==> src/rtl/shift_reg_sequencer.sv <==
// Sequencer for an external parallel/serial shift register: TX loads a word and shifts it out
// LSB first; RX shifts NBITS serial bits in and captures the resulting word.
module shift_reg_sequencer #(
    parameter int NBITS      = 4,
    parameter int BIT_CYCLES = 1
) (
    input  logic             clk_2,
    input  logic             reset,
    input  logic             start,
    input  logic             mode,
    input  logic             abort,
    input  logic [NBITS-1:0] data_in,
    input  logic             ser_in,
    input  logic [NBITS-1:0] reg_q,
    output logic             reg_load,
    output logic             reg_shift,
    output logic             reg_serial,
    output logic             ser_out,
    output logic             busy,
    output logic             done,
    output logic [NBITS-1:0] data_out
);

    localparam int BW = $clog2(NBITS + 1);
    localparam int CW = (BIT_CYCLES > 1) ? $clog2(BIT_CYCLES) : 1;
    localparam logic [BW-1:0] LAST_BIT = BW'(NBITS - 1);
    localparam logic [CW-1:0] CYC_LAST = CW'(BIT_CYCLES - 1);

    localparam logic [1:0] IDLE  = 2'd0;
    localparam logic [1:0] LOAD  = 2'd1;
    localparam logic [1:0] SHIFT = 2'd2;
    localparam logic [1:0] DONE  = 2'd3;

    logic [1:0]    state;
    logic [1:0]    state_nxt;
    logic          mode_r;
    logic [BW-1:0] bit_cnt;
    logic [CW-1:0] cyc_cnt;
    logic          bit_end;

    assign bit_end = (cyc_cnt == CYC_LAST);

    always_comb begin
        state_nxt = state;
        case (state)
            IDLE:    if (start && !abort) state_nxt = mode ? SHIFT : LOAD;
            LOAD:    state_nxt = abort ? IDLE : SHIFT;
            SHIFT: begin
                if (abort)
                    state_nxt = IDLE;
                else if (bit_end && bit_cnt == LAST_BIT)
                    state_nxt = DONE;
            end
            default: state_nxt = IDLE;
        endcase
    end

    always_ff @(posedge clk_2) begin
        if (reset) begin
            state    <= IDLE;
            mode_r   <= 1'b0;
            bit_cnt  <= '0;
            cyc_cnt  <= '0;
            data_out <= '0;
        end else begin
            state <= state_nxt;
            case (state)
                IDLE: begin
                    if (start && !abort) begin
                        mode_r  <= mode;
                        bit_cnt <= '0;
                        cyc_cnt <= '0;
                    end
                end
                SHIFT: begin
                    if (!abort) begin
                        if (bit_end) begin
                            cyc_cnt <= '0;
                            bit_cnt <= bit_cnt + BW'(1);
                        end else begin
                            cyc_cnt <= cyc_cnt + CW'(1);
                        end
                    end
                end
                DONE: begin
                    if (!abort && mode_r)
                        data_out <= reg_q;
                end
                default: ;
            endcase
        end
    end

    // Abort suppresses register strobes and the done pulse in the same cycle it is seen.
    assign reg_load   = (state == LOAD) && !abort;
    assign reg_shift  = (state == SHIFT) && bit_end && !abort;
    assign reg_serial = mode_r ? ser_in : 1'b0;
    assign ser_out    = ((state == SHIFT) && !mode_r) ? reg_q[0] : 1'b0;
    assign busy       = (state != IDLE);
    assign done       = (state == DONE) && !abort;

endmodule

==> config.mk <==
export PLATFORM = sky130hd
export DESIGN_NAME = shift_reg_sequencer
export DESIGN_NICKNAME = d
export VERILOG_FILES = /design/src/rtl/shift_reg_sequencer.sv
export SDC_FILE = /design/constraint.sdc
export NUM_CORES = 1
export LEC_CHECK = 0
export ABC_AREA = 1
export BUFFER_PORTS_ARGS = -buffer_cell sky130_fd_sc_hd__buf_2
export CAP_MARGIN = 20
export CORE_AREA = 2 2 39 41
export CTS_CLUSTER_DIAMETER = 50
export DETAILED_ROUTE_END_ITERATION = 16
export DIE_AREA = 0 0 41 43
export GPL_TIMING_DRIVEN = 1
export PLACE_DENSITY = 0.69
export SLEW_MARGIN = 0
export SYNTH_ARGS = -nofsm -noshare
export SYNTH_HDL_FRONTEND = slang
export SYNTH_SLANG_ARGS = --single-unit
==> constraint.sdc <==
create_clock -name clk_2 -period 2.33 [get_ports clk_2]
set_clock_uncertainty 0.2 [all_clocks]
set_input_delay 0.1165 -clock clk_2 [delete_from_list [all_inputs] [get_ports clk_2]]
set_output_delay 0.1165 -clock clk_2 [all_outputs]
set_load 0.005 [all_outputs]
==> metrics.txt, run 1 <==
outcome=completed; GR Overflow Total=0; final core occ=between 50 and 60%; hold endpoint=state[1]$_SDFFE_PP0P_; cell area after layout=723 um^2; Post-CTS Setup Bufs=0; DR iter-0 viols=1; first-pass detailed-route iteration total=2; first-pass GRT wire length=roughly 1900 um; clock slew at reported path FFs=~0.06 ns; final hold violation count=0; Seq/Total Area, Yosys=38.1%; Post-DRT Antenna Nets=0; clock sink total=10; Layout area overhead=37.6%; via count=roughly 540; Synth Instances=77; NetSw=just under 90 uW; CTS tree=yes; die area=between 0.0015 and 0.002 mm^2; Rel. slew slack=84.9%; hold path cells=4; FP Rows=14; Worst Setup End Kind=primary output; XOR/XNOR Fraction of Synth Area=0%; initial core utilization=a little under two fifths; synthesized area=526 um^2; Slew @ Worst Pin=between 0.2 and 0.25 ns; worst hold path startpoint=abort; n_diodes=0; fraction of final layout cells sized beyond drive strength 1=31.4%; Arrival @ worst endpoint=1.12 ns; Setup TNS Final=0 ns; most frequent cells in the layout=buf_2 (19), nand2_1 (14), inv_1 (12), nor2_1 (11), dfxtp_1 (10); Setup CP Type=reg -> out; synthesized-area fraction occupied by adder cells=4.76%; Reg2Reg Capture Point=bit_cnt[2]$_SDFFE_PP0P_; r2r setup slk=around 1.1 ns; leakage power figure=~0.4 nW; RSZ-0062 raised after global routing=false; # DRC=0; Req. time, crit path=2.01 ns; Gate power share=15.7%; DPL Wire Length=just under 900 um; syn_nets=slightly above 90; Worst VDD drop=around 350 uV; worst-path fanout max=5; initial antenna violation count=0; Ports=24; Via density=between 4 and 5; Int Power=around 260 uW; htree depth=1; vias in the first global route=486; Final setup viols=0; # fillers=142; final setup margin=0.895 ns; Reg-to-Reg Start=bit_cnt[0]$_SDFFE_PP0P_; Non-Filler Instances=~120; Max clock buf depth=2; total track usage=between 10% and 20%; Register-to-Register Path Depth=5; core area=~0.0014 mm^2; dpl cells=112; area post-placement=~640 um^2; gpl congestion=approximately 0.74; simple-gate portion of the synthesized area=a little under two fifths; dpl ws=approximately 1.1 ns; Final nets=approximately 120; Distinct cells, synth=15; average size of a mapped cell=6.82 um^2; Slew Limit Fails=0; CTS Buf Count=3; routed wire length=between 1000 and 1500 um; commonest non-fill, non-tap cell in the layout=buf_2; Ys Warns=0; Sequential Power Share=51.6%; Clk Latency, worst-skew pair=approximately 0.26 ns; synthesized flop and latch total=10; CTS resizes=0; Max-cap violations=0; clock root buffer master=clkbuf_4; Hold/Removal Path Class=in -> reg; f_max=between 600 and 700 MHz; Worst setup SP type=flip-flop; Die Ht=approximately 43 um; Period minus WS final=1.43 ns; PD cells=roughly 480 mW/mm^2; Tcrit/Tclk final=between 60% and 70%; clock network power share=between 30% and 40%; Synth Area in Compound Gates=between 9 and 10%; pin count of the biggest net entering global routing=8; main combinational cell family by area after synthesis=simple AND/OR/NAND/NOR gates; switch share=roughly a quarter; Die X=around 41 um; multiplexer share of the synthesized area=0%; wire per inst=9.40 um; I/O Buffers=19
## sequential cells by signal, summed over array words and instances, names as in the netlist
signal,cells
state,2
bit_cnt,3
mode_r,1
data_out,4
## power groups by stage
stage	sequential [mW]	combinational [mW]	clock (mW)
after global placement	0.184	0.0469	0
after floorplan	0.183	0.0294	0
after global routing	0.181	0.0618	0.126
after detailed placement	0.184	0.0477	0
final	0.180	0.0548	0.115
after CTS	0.180	0.0555	0.118
## per-layer routing
metal  global-route usage (%)  wire (um)  vias up
li1                         -          -      297
met1                     20.2        548      218
met2                     23.8        506       18
met3                     4.71         62        2
met4                     8.00         20        0
met5                        0          0        -
## cells by family after synthesis
kind of cell	count (synthesis)
adder cells (fa/ha/maj)	2
AO/OA/AOI/OAI	9
flip-flops	10
AND/OR/NAND/NOR	41
buffers and inverters	15
## synth_stat cells
cell type,n,area (um^2)
a21oi_1,3,15.0
a21oi_2,1,8.76
dfxtp_1,10,200
ha_1,2,25.0
inv_1,12,45.0
inv_2,3,11.3
nand2_1,14,52.6
nand2_2,2,12.5
nand3_1,4,20.0
nand3_2,2,20.0
nor2_1,11,41.3
nor2_2,2,12.5
nor2_4,1,11.3
nor3_1,5,25.0
o21ai_1,5,25.0
## worst max-delay path by stage
stage | startpoint | to | slack (ns)
after floorplan | bit_cnt[0]$_SDFFE_PP0P_ | bit_cnt[2]$_SDFFE_PP0P_ | 1.11
final | state[1]$_SDFFE_PP0P_ | ser_out | 0.90
after global placement | bit_cnt[0]$_SDFFE_PP0P_ | state[0]$_SDFFE_PP0P_ | 1.08
after CTS | state[1]$_SDFFE_PP0P_ | ser_out | 0.89
after global routing | state[1]$_SDFFE_PP0P_ | ser_out | 0.75
after detailed placement | bit_cnt[0]$_SDFFE_PP0P_ | bit_cnt[2]$_SDFFE_PP0P_ | 1.07
## layout make-up
class / instances / area [um^2] / area share, %
flip-flops and latches: 10 / 200 / 27.7
repair buffers: 25 / 155 / 21.5
multi-input cells: 52 / 269 / 37.2
well taps: 16 / 20.0 / 2.77
clock buffers: 3 / 22.5 / 3.11
inverters: 15 / 56.3 / 7.79
## through the flow
| step | total power, mW | hold slack (ns) |
|---|---|---|
| after detailed placement | 0.232 | 0.148 |
| after floorplan | 0.213 | -0.0211 |
| after CTS | 0.354 | 0.00327 |
| after global placement | 0.231 | 0.144 |
| final | 0.350 | 0.00252 |
| after global routing | 0.368 | 0.0191 |
## what timing repair did
item / 4_1_cts / 5_1_grt
endpoints found under the hold margin: 8 / 0
endpoints found under the setup margin: 0 / 0
hold buffers: 6 / 0
## worst max-delay path, stage by stage (launching register included)
cell     delay (ns)
dfxtp_1        0.44
nand2_1        0.10
inv_1          0.08
nand2_1        0.05
nor2_1         0.07
buf_2          0.12
No activity file was read; power rests on OpenSTA's default activity.
==> run 2, diff against run 1 <==
--- a/config.mk
+++ b/config.mk
@@ -8,12 +8,11 @@
 export ABC_AREA = 1
 export BUFFER_PORTS_ARGS = -buffer_cell sky130_fd_sc_hd__buf_2
 export CAP_MARGIN = 20
-export CORE_AREA = 2 2 39 41
+export CORE_UTILIZATION = 39
 export CTS_CLUSTER_DIAMETER = 50
 export DETAILED_ROUTE_END_ITERATION = 16
-export DIE_AREA = 0 0 41 43
 export GPL_TIMING_DRIVEN = 1
-export PLACE_DENSITY = 0.69
+export PLACE_DENSITY = 0.71
 export SLEW_MARGIN = 0
 export SYNTH_ARGS = -nofsm -noshare
 export SYNTH_HDL_FRONTEND = slang
==> constraint.sdc (replaced) <==
create_clock -name clk_2 -period 1.2 [get_ports clk_2]
set_clock_uncertainty 0.2 [all_clocks]
set_input_delay 0.06 -clock clk_2 [delete_from_list [all_inputs] [get_ports clk_2]]
set_output_delay 0.06 -clock clk_2 [all_outputs]
set_load 0.005 [all_outputs]
==> metrics.txt, run 2 (synthesis gave the netlist of run 1 again) <==
Reg2Reg Capture Point=state[0]$_SDFFE_PP0P_; vias in the first global route=508; total track usage=21.2%; outcome=finished with violations; NetSw=~200 uW; worst-path fanout max=3; Tcrit/Tclk final=109%; Critical path buffers and inverters=3; failing checks=setup timing; core area=0.00117 mm^2; Worst VDD drop=675 uV; Ports=24; FP Rows=12; Max clock buf depth=2; routed wire length=approximately 1400 um; leakage power figure=~0.47 nW; Sequential Power Share=roughly 44%; DR iter-0 viols=10; Slew Limit Fails=0; die area=about 0.0015 mm^2; cell area after layout=approximately 900 um^2; Die Ht=just under 40 um; first-pass GRT wire length=~2200 um; register with the most flip-flops=data_out; r2r setup slk=-0.02 ns; GR Overflow Total=0; n_diodes=0; Die X=roughly 39 um; # DRC=0; first-pass detailed-route iteration total=4; Hold WS=between 0.02 and 0.025 ns; Non-Filler Instances=between 100 and 150; clock network power share=37.2%; clock sink total=10; # fillers=89; CP delay by family, top=flip-flops; f_max=roughly 760 MHz; pin count of the biggest net entering global routing=8; Worst Setup End Kind=primary output; dpl cells=113; PD cells=slightly below 900 mW/mm^2; fraction of final layout cells sized beyond drive strength 1=between 40% and 50%; Hold/Removal Path Class=in -> reg; htree depth=1; Period minus WS final=approximately 1.3 ns; commonest non-fill, non-tap cell in the layout=buf_2; most frequent cells in the layout=buf_2 (18), nand2_1 (11), inv_1 (10), nor2_1 (10), dlygate4sd3_1 (9); final hold violation count=0; CTS tree=yes; Max-cap violations=0; Slew @ Worst Pin=approximately 0.23 ns; Layout area overhead=71.7%; Final nets=131; Post-DRT Antenna Nets=0; initial antenna violation count=0; Via density=4.80; top flop regs=data_out (4), bit_cnt (3), state (2); Rel. slew slack=84.3%; clock root buffer master=clkbuf_4; gpl congestion=0.717; CTS Buf Count=3; RSZ-0062 raised after global routing=true; register area=about 210 um^2; Critical Path Start=state[0]$_SDFFE_PP0P_; DPL Wire Length=848 um; wire per inst=approximately 11 um; crit-path cells=inv_6 > nand2_4 > inv_2 > nand2_1 > nor2_1 > buf_2; Req. time, crit path=between 0.9 and 1 ns; clock slew at reported path FFs=0.07 ns; Reg-to-Reg Start=state[1]$_SDFFE_PP0P_; Register-to-Register Path Depth=6; Worst setup SP type=flip-flop; via count=614; Critical Path Stages=6; Clk Latency, worst-skew pair=0.26 ns; Arrival @ worst endpoint=approximately 1.1 ns; I/O Buffers=19; dpl ws=-0.0238 ns; Final setup viols=7; Tot Pwr=between 800 and 900 uW; Worst path max stage delay=between 0.3 and 0.4 ns; Critical Path Sink=ser_out; CP max-delay cell=dfxtp_4; Gate power share=about a fifth; max reg flops=4; switch share=25.3%; area used by multi-input combinational logic=340 um^2; area post-placement=between 600 and 700 um^2; final setup margin=-0.109 ns; initial core utilization=between 40 and 50%; Int Power=slightly above 600 uW; Setup CP Type=reg -> out
==> run 2: through the flow <==
step                      util [%]  setup TNS, ns
after CTS                     71.6         -0.248
after global routing          77.0         -0.823
after floorplan                  -              0
final                         77.0         -0.348
after detailed placement      56.7        -0.0587
after global placement        56.7       -0.00623
==> run 2: routing by layer <==
layer  global-route usage (%)  routed length, um
met1                     26.0                627
met5                        0                  0
met4                     10.3                 14
met2                     35.4                741
met3                     3.47                 47
==> run 2: how the worst min path moves through the flow <==
| stage | startpoint | end | cells past startpoint | slack (ns) |
|---|---|---|---|---|
| finish | abort | state[0]$_SDFFE_PP0P_ | 5 | 0.02 |
| global route | abort | state[0]$_SDFFE_PP0P_ | 5 | 0.07 |
| CTS | abort | state[0]$_SDFFE_PP0P_ | 6 | 0.01 |
| detailed placement | reset | bit_cnt[2]$_SDFFE_PP0P_ | 2 | 0.09 |
| global placement | reg_q[3] | data_out[3]$_SDFFE_PP0P_ | 3 | 0.09 |
| floorplan | reset | bit_cnt[2]$_SDFFE_PP0P_ | 1 | -0.08 |
==> run 2: cell type report <==
| class | count | area share, % |
|---|---|---|
| multi-input combinational | 52 | 37.7 |
| clock buffer | 4 | 4.02 |
| timing repair buffer | 33 | 25.8 |
| inverter | 15 | 7.07 |
| sequential | 10 | 23.4 |
| tap | 14 | 1.94 |
==> run 2: power groups by stage <==
stage / registers (mW) / logic, mW / clock network, mW
2_1_floorplan: 0.356 / 0.0572 / 0
3_3_place_gp: 0.356 / 0.101 / 0
3_5_place_dp: 0.357 / 0.101 / 0
4_1_cts: 0.352 / 0.127 / 0.309
5_1_grt: 0.358 / 0.166 / 0.325
6_report: 0.356 / 0.151 / 0.300
==> run 2: worst reg2reg max path, stage by stage (launching register included) <==
cell and delay, ns:
dfxtp_4 0.39, nor2_4 0.18, buf_4 0.14, nand2_1 0.05, nand2_1 0.06, nand3_1 0.07
nor2_1 0.07
==> run 2: what timing repair did <==
item,in CTS,in global routing
pin swaps,1,7
resized for setup,11,15
endpoints found under the setup margin,10,12
hold buffers,9,0
setup buffers,1,2
endpoints found under the hold margin,10,0
